==> src/rtl/i2c_seq_ctrl.sv <==
// Sequences register reads/writes on an I2C master core: init prescale/enable, then per-request command/poll steps.
// Latency: depends on core TIP polling; one-cycle rsp_valid_o pulse per request. Backpressure: req_ready_o only in IDLE.
// Polling ends on TIP clear (checked for AL, then RxACK) or on timeout after 2^TO_W-1 busy samples.
module i2c_seq_ctrl #(
    parameter int          TO_W     = 16,
    parameter logic [15:0] PRESCALE = 16'h0063
) (
    input  logic       clk_i,
    input  logic       rst_ni,
    input  logic       req_valid_i,
    output logic       req_ready_o,
    input  logic       req_rnw_i,
    input  logic [6:0] req_dev_i,
    input  logic [7:0] req_reg_i,
    input  logic [7:0] req_wdata_i,
    output logic       rsp_valid_o,
    output logic [7:0] rsp_rdata_o,
    output logic [1:0] rsp_err_o,
    output logic [2:0] core_addr_o,
    output logic [7:0] core_wdata_o,
    output logic       core_we_o,
    output logic       core_re_o,
    input  logic [7:0] core_rdata_i
);

    typedef enum logic [3:0] {
        S_INIT0, S_INIT1, S_INIT2, S_IDLE, S_TXR, S_CR, S_POLL, S_WAIT,
        S_SMP, S_RD, S_RWAIT, S_RSMP, S_DONE
    } state_t;

    localparam logic [TO_W-1:0] TO_LAST = {{(TO_W-1){1'b1}}, 1'b0};
    localparam logic [TO_W-1:0] TO_ONE  = {{(TO_W-1){1'b0}}, 1'b1};

    state_t          state;
    logic            rnw;
    logic [6:0]      dev;
    logic [7:0]      rg;
    logic [7:0]      wd;
    logic [1:0]      step;
    logic            stopping;
    logic [TO_W-1:0] cnt;
    logic [7:0]      tx_byte;
    logic [7:0]      cr_byte;
    logic [1:0]      last_step;

    // Step 2 of a read re-addresses the slave for the repeated START.
    always_comb begin
        tx_byte = {dev, 1'b0};
        cr_byte = 8'h90;
        case (step)
            2'd0: begin tx_byte = {dev, 1'b0};                  cr_byte = 8'h90; end
            2'd1: begin tx_byte = rg;                           cr_byte = 8'h10; end
            2'd2: begin tx_byte = rnw ? {dev, 1'b1} : wd;       cr_byte = rnw ? 8'h90 : 8'h50; end
            default: begin tx_byte = 8'h00;                     cr_byte = 8'h68; end
        endcase
        last_step = rnw ? 2'd3 : 2'd2;
    end

    always_ff @(posedge clk_i or negedge rst_ni) begin
        if (!rst_ni) begin
            state        <= S_INIT0;
            req_ready_o  <= 1'b0;
            rsp_valid_o  <= 1'b0;
            rsp_rdata_o  <= 8'h00;
            rsp_err_o    <= 2'b00;
            core_addr_o  <= 3'd0;
            core_wdata_o <= 8'h00;
            core_we_o    <= 1'b0;
            core_re_o    <= 1'b0;
            rnw          <= 1'b0;
            dev          <= 7'h00;
            rg           <= 8'h00;
            wd           <= 8'h00;
            step         <= 2'd0;
            stopping     <= 1'b0;
            cnt          <= '0;
        end else begin
            core_we_o <= 1'b0;
            core_re_o <= 1'b0;
            case (state)
                S_INIT0: begin
                    core_we_o <= 1'b1; core_addr_o <= 3'd0; core_wdata_o <= PRESCALE[7:0];
                    state <= S_INIT1;
                end
                S_INIT1: begin
                    core_we_o <= 1'b1; core_addr_o <= 3'd1; core_wdata_o <= PRESCALE[15:8];
                    state <= S_INIT2;
                end
                S_INIT2: begin
                    core_we_o <= 1'b1; core_addr_o <= 3'd2; core_wdata_o <= 8'h80;
                    req_ready_o <= 1'b1;
                    state <= S_IDLE;
                end
                S_IDLE: begin
                    if (req_valid_i) begin
                        rnw <= req_rnw_i; dev <= req_dev_i; rg <= req_reg_i; wd <= req_wdata_i;
                        step <= 2'd0; stopping <= 1'b0; req_ready_o <= 1'b0;
                        state <= S_TXR;
                    end
                end
                S_TXR: begin
                    core_we_o <= 1'b1; core_addr_o <= 3'd3; core_wdata_o <= tx_byte;
                    state <= S_CR;
                end
                S_CR: begin
                    core_we_o <= 1'b1; core_addr_o <= 3'd4;
                    core_wdata_o <= stopping ? 8'h40 : cr_byte;
                    cnt <= '0;
                    state <= S_POLL;
                end
                S_POLL: begin
                    core_re_o <= 1'b1; core_addr_o <= 3'd4;
                    state <= S_WAIT;
                end
                S_WAIT: state <= S_SMP;
                S_SMP: begin
                    if (core_rdata_i[1]) begin
                        if (cnt == TO_LAST) begin
                            rsp_valid_o <= 1'b1; rsp_err_o <= stopping ? 2'b01 : 2'b11;
                            state <= S_DONE;
                        end else begin
                            cnt <= cnt + TO_ONE;
                            core_re_o <= 1'b1; core_addr_o <= 3'd4;
                            state <= S_WAIT;
                        end
                    end else if (core_rdata_i[5] || stopping) begin
                        rsp_valid_o <= 1'b1; rsp_err_o <= stopping ? 2'b01 : 2'b10;
                        state <= S_DONE;
                    end else if (core_rdata_i[7] && !(rnw && step == 2'd3)) begin
                        stopping <= 1'b1;
                        state <= S_CR;
                    end else if (step == last_step) begin
                        if (rnw) begin
                            state <= S_RD;
                        end else begin
                            rsp_valid_o <= 1'b1; rsp_err_o <= 2'b00;
                            state <= S_DONE;
                        end
                    end else begin
                        step <= step + 2'd1;
                        state <= (rnw && step == 2'd2) ? S_CR : S_TXR;
                    end
                end
                S_RD: begin
                    core_re_o <= 1'b1; core_addr_o <= 3'd3;
                    state <= S_RWAIT;
                end
                S_RWAIT: state <= S_RSMP;
                S_RSMP: begin
                    rsp_valid_o <= 1'b1; rsp_err_o <= 2'b00; rsp_rdata_o <= core_rdata_i;
                    state <= S_DONE;
                end
                S_DONE: begin
                    rsp_valid_o <= 1'b0; rsp_rdata_o <= 8'h00; rsp_err_o <= 2'b00;
                    req_ready_o <= 1'b1;
                    state <= S_IDLE;
                end
                default: state <= S_INIT0;
            endcase
        end
    end

endmodule

==> config.mk <==
export PLATFORM = sky130hd
export DESIGN_NAME = i2c_seq_ctrl
export DESIGN_NICKNAME = d
export VERILOG_FILES = /design/src/rtl/i2c_seq_ctrl.sv
export SDC_FILE = /design/constraint.sdc
export NUM_CORES = 1
export LEC_CHECK = 0
export ABC_AREA = 1
export BUFFER_PORTS_ARGS = -buffer_cell sky130_fd_sc_hd__buf_2
export CAP_MARGIN = 20
export CORE_ASPECT_RATIO = 1.2
export CORE_UTILIZATION = 25
export CTS_CLUSTER_DIAMETER = 60
export DETAILED_ROUTE_END_ITERATION = 10
export GPL_TIMING_DRIVEN = 0
export SLEW_MARGIN = 10
export SYNTH_ARGS = -nofsm -noshare
export SYNTH_HDL_FRONTEND = slang
export SYNTH_SLANG_ARGS = --single-unit
==> constraint.sdc <==
create_clock -name clk_i -period 2.29 [get_ports clk_i]
set_clock_uncertainty 0.15 [all_clocks]
set_input_delay 0.458 -clock clk_i [delete_from_list [all_inputs] [get_ports clk_i]]
set_output_delay 0.458 -clock clk_i [all_outputs]
set_load 0.005 [all_outputs]
### Yosys cells after proc, flatten, opt, wreduce, memory -nomap -nowiden

Cells that the tools add are included.
Widths: inputs -> output; s select.

* flip-flop bits (word level): 72
* input bits: 35
* output and inout bits: 25
* word-level logic and storage cells: 131

* add/subtract/negate cells: 2
* equal/unequal tests: 29
* multiplexer cells: 55
* reductions and logical operators: 29

Operators by type and width (number)
* $pmux 4 s12: 1
* $pmux 8 s3: 2
* $pmux 8 s5: 1
* $mux 16: 2
* $pmux 16 s2: 1
* $mux 2: 13
* $mux 4: 6
* $mux 8: 3
* $eq 4x4->1 const B: 5
* $pmux 3 s6: 1
* $add 16x1->16 const B: 1
* $eq 16x16->1 const B: 1
* $eq 4x3->1 const B: 4
* $ne 2x2->1 const B: 8
* $pmux 8 s2: 1
* $mux 1: 15
* $reduce_and 5->1: 3
* $ne 4x4->1 const B: 3
* $reduce_bool 2->1: 5
* $reduce_or 2->1: 5
* $mux 3: 3
* $eq 4x2->1 const B: 2
* $pmux 2 s2: 2
* $pmux 1 s2: 3
* 19 further kinds: 24

### Logic depth before layout (Yosys ltp)

* depth in word-level cells: 8
* depth in mapped cells: 11
* mapped depth without buffers: 10

### Worst setup path before layout

OpenSTA, ideal clock, no wires.

* path type: reg2reg
* from: register cnt[0]
* to: register cnt[11]
* setup time: 0.074 ns
* data arrival time: 1.387 ns
* required time: 2.066 ns
* slack: 0.679 ns
* stages on the path, launching flop included: 12
* buffers on the path: 1
* period minus slack after synthesis: 1.611 ns
* cell sequence: dfrtp_1 inv_1 ha_1 nand2_1 nor2_1 nand2_2 nor2_4 nor2_4 nor2_4 buf_6 nand2_1 o21ai_2

* longest elaborated chain between the ends: 4
* elaborated cells between the ends (all ways): 7
* classes of those cells: add/sub (1); eq/ne (2); mux (3); reduce/logical (1)

RTL lines
* from (decl): line 41 `logic [TO_W-1:0] cnt;`
* from (signal assigned): line 122 `cnt <= cnt + TO_ONE;`
* $add 16x1->16: line 122
* $mux 16: line 118 `if (cnt == TO_LAST) begin`
* $mux 16: line 117 `if (core_rdata_i[1]) begin`
* $pmux 16 s2: line 80 `case (state)`

Several ways; a longest one is shown, not always the timed one. The select of a mux whose other input is x is not followed.
A chain may end at the register's enable or synchronous reset.

### Worst setup path in the final report

* from: register step[0]
* to: register core_wdata_o[1]

* longest elaborated chain between the ends: 4
* elaborated cells between the ends (all ways): 7
* classes of those cells: eq/ne (2); mux (4); reduce/logical (1)

RTL lines
* from (decl): line 39 `logic [1:0] step;`
* from (signal assigned): line 140 `step <= step + 2'd1;`
* $eq 2x2->1, or another cell as far along: line 50 `case (step)`
* $pmux 8 s3: line 50
* $mux 8: line 107 `core_wdata_o <= stopping ? 8'h40 : cr_byte;`
* $pmux 8 s5 (*): line 80
* to (signal assigned): line 107
* to (decl): line 20 `output logic [7:0] core_wdata_o,`

Every way passes the cells marked *; elsewhere a longest branch is shown, timed or not.

==> qor.csv <==
metric;value;unit
CTS buffer count;9;
aggregate global routing overflow;0;
status;completed;
post-CTS sizing;0;
CP delay by family, top;simple AND/OR/NAND/NOR gates;
die area;16000;sq um
clock sink total;72;
total wire length;9.48;mm
Hold Crit Start;req_dev_i[0];
reg2reg setup slack;0.34;ns
initial antenna violation count;0;
Register Area;1800;sq um
Max transition margin;60.4;%
Critical Path Max Stage Delay;0.47;ns
min Tclk post-route;1.95;ns
Longest Clk Path Bufs;2;
max-cap viol count;0;
Post-synth EDFFs;0;
min-delay worst type;input pin to flip-flop;
synthesized net count;541;
leak pwr;0.00242;uW
# IOs;60;
crit start category;flip-flop;
gr usage total;12.9;%
crit path DAT;2.03;ns
hold-critical path endpoint;dev[0]$_DFFE_PN0P_;
nets;613;
vias in the first global route;3261;
RSZ-0062 raised after global routing;false;
remaining antenna violation count;0;
Synth Flop Type;dfrtp_1;
# setup viols final;0;
fmax;0.514;GHz
die width;115;um
Netlist cell types;31;
Worst Reg-to-Reg Cells;10;
R2R Path End;core_wdata_o[1]$_DFFE_PN0P_;
syn avg cell area;7.74;sq um
TNS Setup;0;ns
chip height;138;um
Multi-input gate area;1780;sq um
drt first pass iters;4;
clock root cell;clkbuf_16;
WHS;0.160;ns
Reg clk slew, reported paths;0.07;ns
Max IR drop VDD;0.472;mV
layout cells sized above 1;19.6;%
fill cell count;1631;
Area Overhead vs Synth;23.4;%
RePlAce Congestion;0.861;
CTS tree;done;
core area;15000;sq um
CP Max Fanout;8;
crit path from;step[0]$_DFFE_PN0P_;
Vias;3380;
Routed WL per cell;12.1;um
post-synthesis sequential area ratio;46.6;%
first-pass GRT wire length;16.0;mm
cell mode on critical path;nand2_1;
largest net degree at the start of global routing;54;
fin util;31.7;%
Slew Limit Fails;0;
std cell rows;49;
Power Density;1100;nW/um^2
hold depth;3;
FFs w/ async S/R, synth;100;%
Tcrit/Tclk final;85.0;%
Critical Path RT;2.37;ns
Fin. Hold Viols;0;
WP buf/inv;2;
1st-iter DRT viols;165;
# port buffers;59;
RR Startpoint;step[0]$_DFFE_PN0P_;
clk_lat worst skew;0.34;ns
crit-path cells;inv_1 -> ha_1 -> nand2_1 -> nand2_1 -> nand2_1 -> o221ai_1 -> nand2_1 -> nand2_1 -> nand2_1 -> inv_1;
Slew @ Worst Pin;0.588;ns
Critical-path top delay cell;dfrtp_1;
Post-Synthesis Cells;499;
Critical Path End Type;flip-flop;
routed vias/inst;4.33;
Initial Utilization;25.7;%
post-DP HPWL;7.31;mm
H-tree levels;3;
placed cell areas;4440;sq um
design area;4770;sq um
cell area after synthesis;3860;sq um
Antenna Cells;0;
yosys warns;0;
FF+latch count, synth;72;
DRC Markers;0;
Setup CP Type;flip-flop to flip-flop;
## worst min-delay path, stage by stage
cell     delay, ns
buf_2         0.07
nand2_1       0.04
nand2_1       0.05
## placed cells by master, fill, tap and decap left out, types with 2 or more instances in the layout
cell and count:
nand2_1 180, dfrtp_1 72, buf_2 61, inv_1 49, nand3_1 46, nor2_1 36
o21ai_0 29, nand4_1 11, a21oi_1 11, clkbuf_16 9, o21ai_2 8, ha_1 7
nand2_2 6, xor2_1 6, buf_6 5, nor2_4 4, inv_2 4, o221ai_1 4
o21bai_1 3, nand2_4 2, nor2_2 2, inv_8 2, inv_6 2, clkinv_4 2
## power breakdown
group	internal, uW	switching [uW]	total, uW	leakage [uW]
clock	870	601	1470	0.000154
combinational	666	1130	1800	0.00135
sequential	1720	253	1980	0.000925
## stage by stage
step	setup slack (ns)	power (uW)	std cells
floorplan	0.679	3160	499
global placement	0.127	3790	762
detailed placement	0.352	3820	763
CTS	0.336	5330	780
global route	0.158	5660	780
finish	0.345	5250	780
## state kept, by name, indices dropped and copies added (netlist names)
name,cells
cnt,16
step,2
rsp_rdata_o,8
dev,7
rsp_err_o,2
state,4
wd,8
core_re_o,1
rnw,1
stopping,1
rg,8
core_addr_o,3
core_we_o,1
req_ready_o,1
rsp_valid_o,1
core_wdata_o,8
## cell type report
type	count	area share, %
sequential	72	37.8
multi-input combinational	364	37.4
timing repair buffer	61	7.04
tap	204	5.36
clock buffer	9	4.73
inverter	54	4.28
clock inverter	7	1.84
buffer	9	1.58
## metal layers
layer  vias up  GRT usage [%]  part of all wire, %
met5         -              0                    0
met4         0           4.51                  1.8
met3        12           2.85                  3.3
met2        61           22.1                   52
met1      1560           15.6                   43
li1       1747              -                    -
## cell usage after synthesis, types with 2 or more instances
| cell | n | area share (%) |
|---|---|---|
| o21bai_1 | 3 | 0.58 |
| inv_1 | 49 | 4.8 |
| o221ai_1 | 4 | 0.91 |
| dfrtp_1 | 72 | 47 |
| nor2_1 | 36 | 3.5 |
| nand3_1 | 46 | 6.0 |
| nand2_4 | 2 | 0.58 |
| nand2_2 | 6 | 0.97 |
| buf_6 | 5 | 1.5 |
| nand4_1 | 11 | 1.8 |
| o21ai_0 | 29 | 3.8 |
| ha_1 | 7 | 2.3 |
| nand2_1 | 180 | 17 |
| a21oi_1 | 11 | 1.4 |
| xor2_1 | 6 | 1.4 |
| o21ai_2 | 8 | 1.8 |
| nor2_4 | 4 | 1.2 |
| buf_2 | 3 | 0.39 |
| nor2_2 | 2 | 0.32 |
| inv_2 | 4 | 0.39 |
## cells by family after synthesis
kind of cell	count (synthesis)	synth area share (%)
AO/OA/AOI/OAI	60	9.62
XOR/XNOR	7	1.59
adder cells (fa/ha/maj)	7	2.27
buffers and inverters	63	7.22
flip-flops	72	46.6
AND/OR/NAND/NOR	290	32.7
## what timing repair did
action                                 CTS  global route
endpoints found under the hold margin   19             0
buffers inserted                         0             0
hold buffers                             1             0
## how the worst max path moves through the flow
stage | end | slack (ns) | depth (start not counted)
2_1_floorplan | cnt[11]$_DFFE_PN0P_ | 0.68 | 11
3_3_place_gp | wd[3]$_DFFE_PN0P_ | 0.13 | 1
3_5_place_dp | core_wdata_o[1]$_DFFE_PN0P_ | 0.35 | 10
4_1_cts | core_wdata_o[1]$_DFFE_PN0P_ | 0.34 | 10
5_1_grt | core_wdata_o[1]$_DFFE_PN0P_ | 0.16 | 10
6_report | core_wdata_o[1]$_DFFE_PN0P_ | 0.34 | 10
Power figures use the tool's default switching activity.
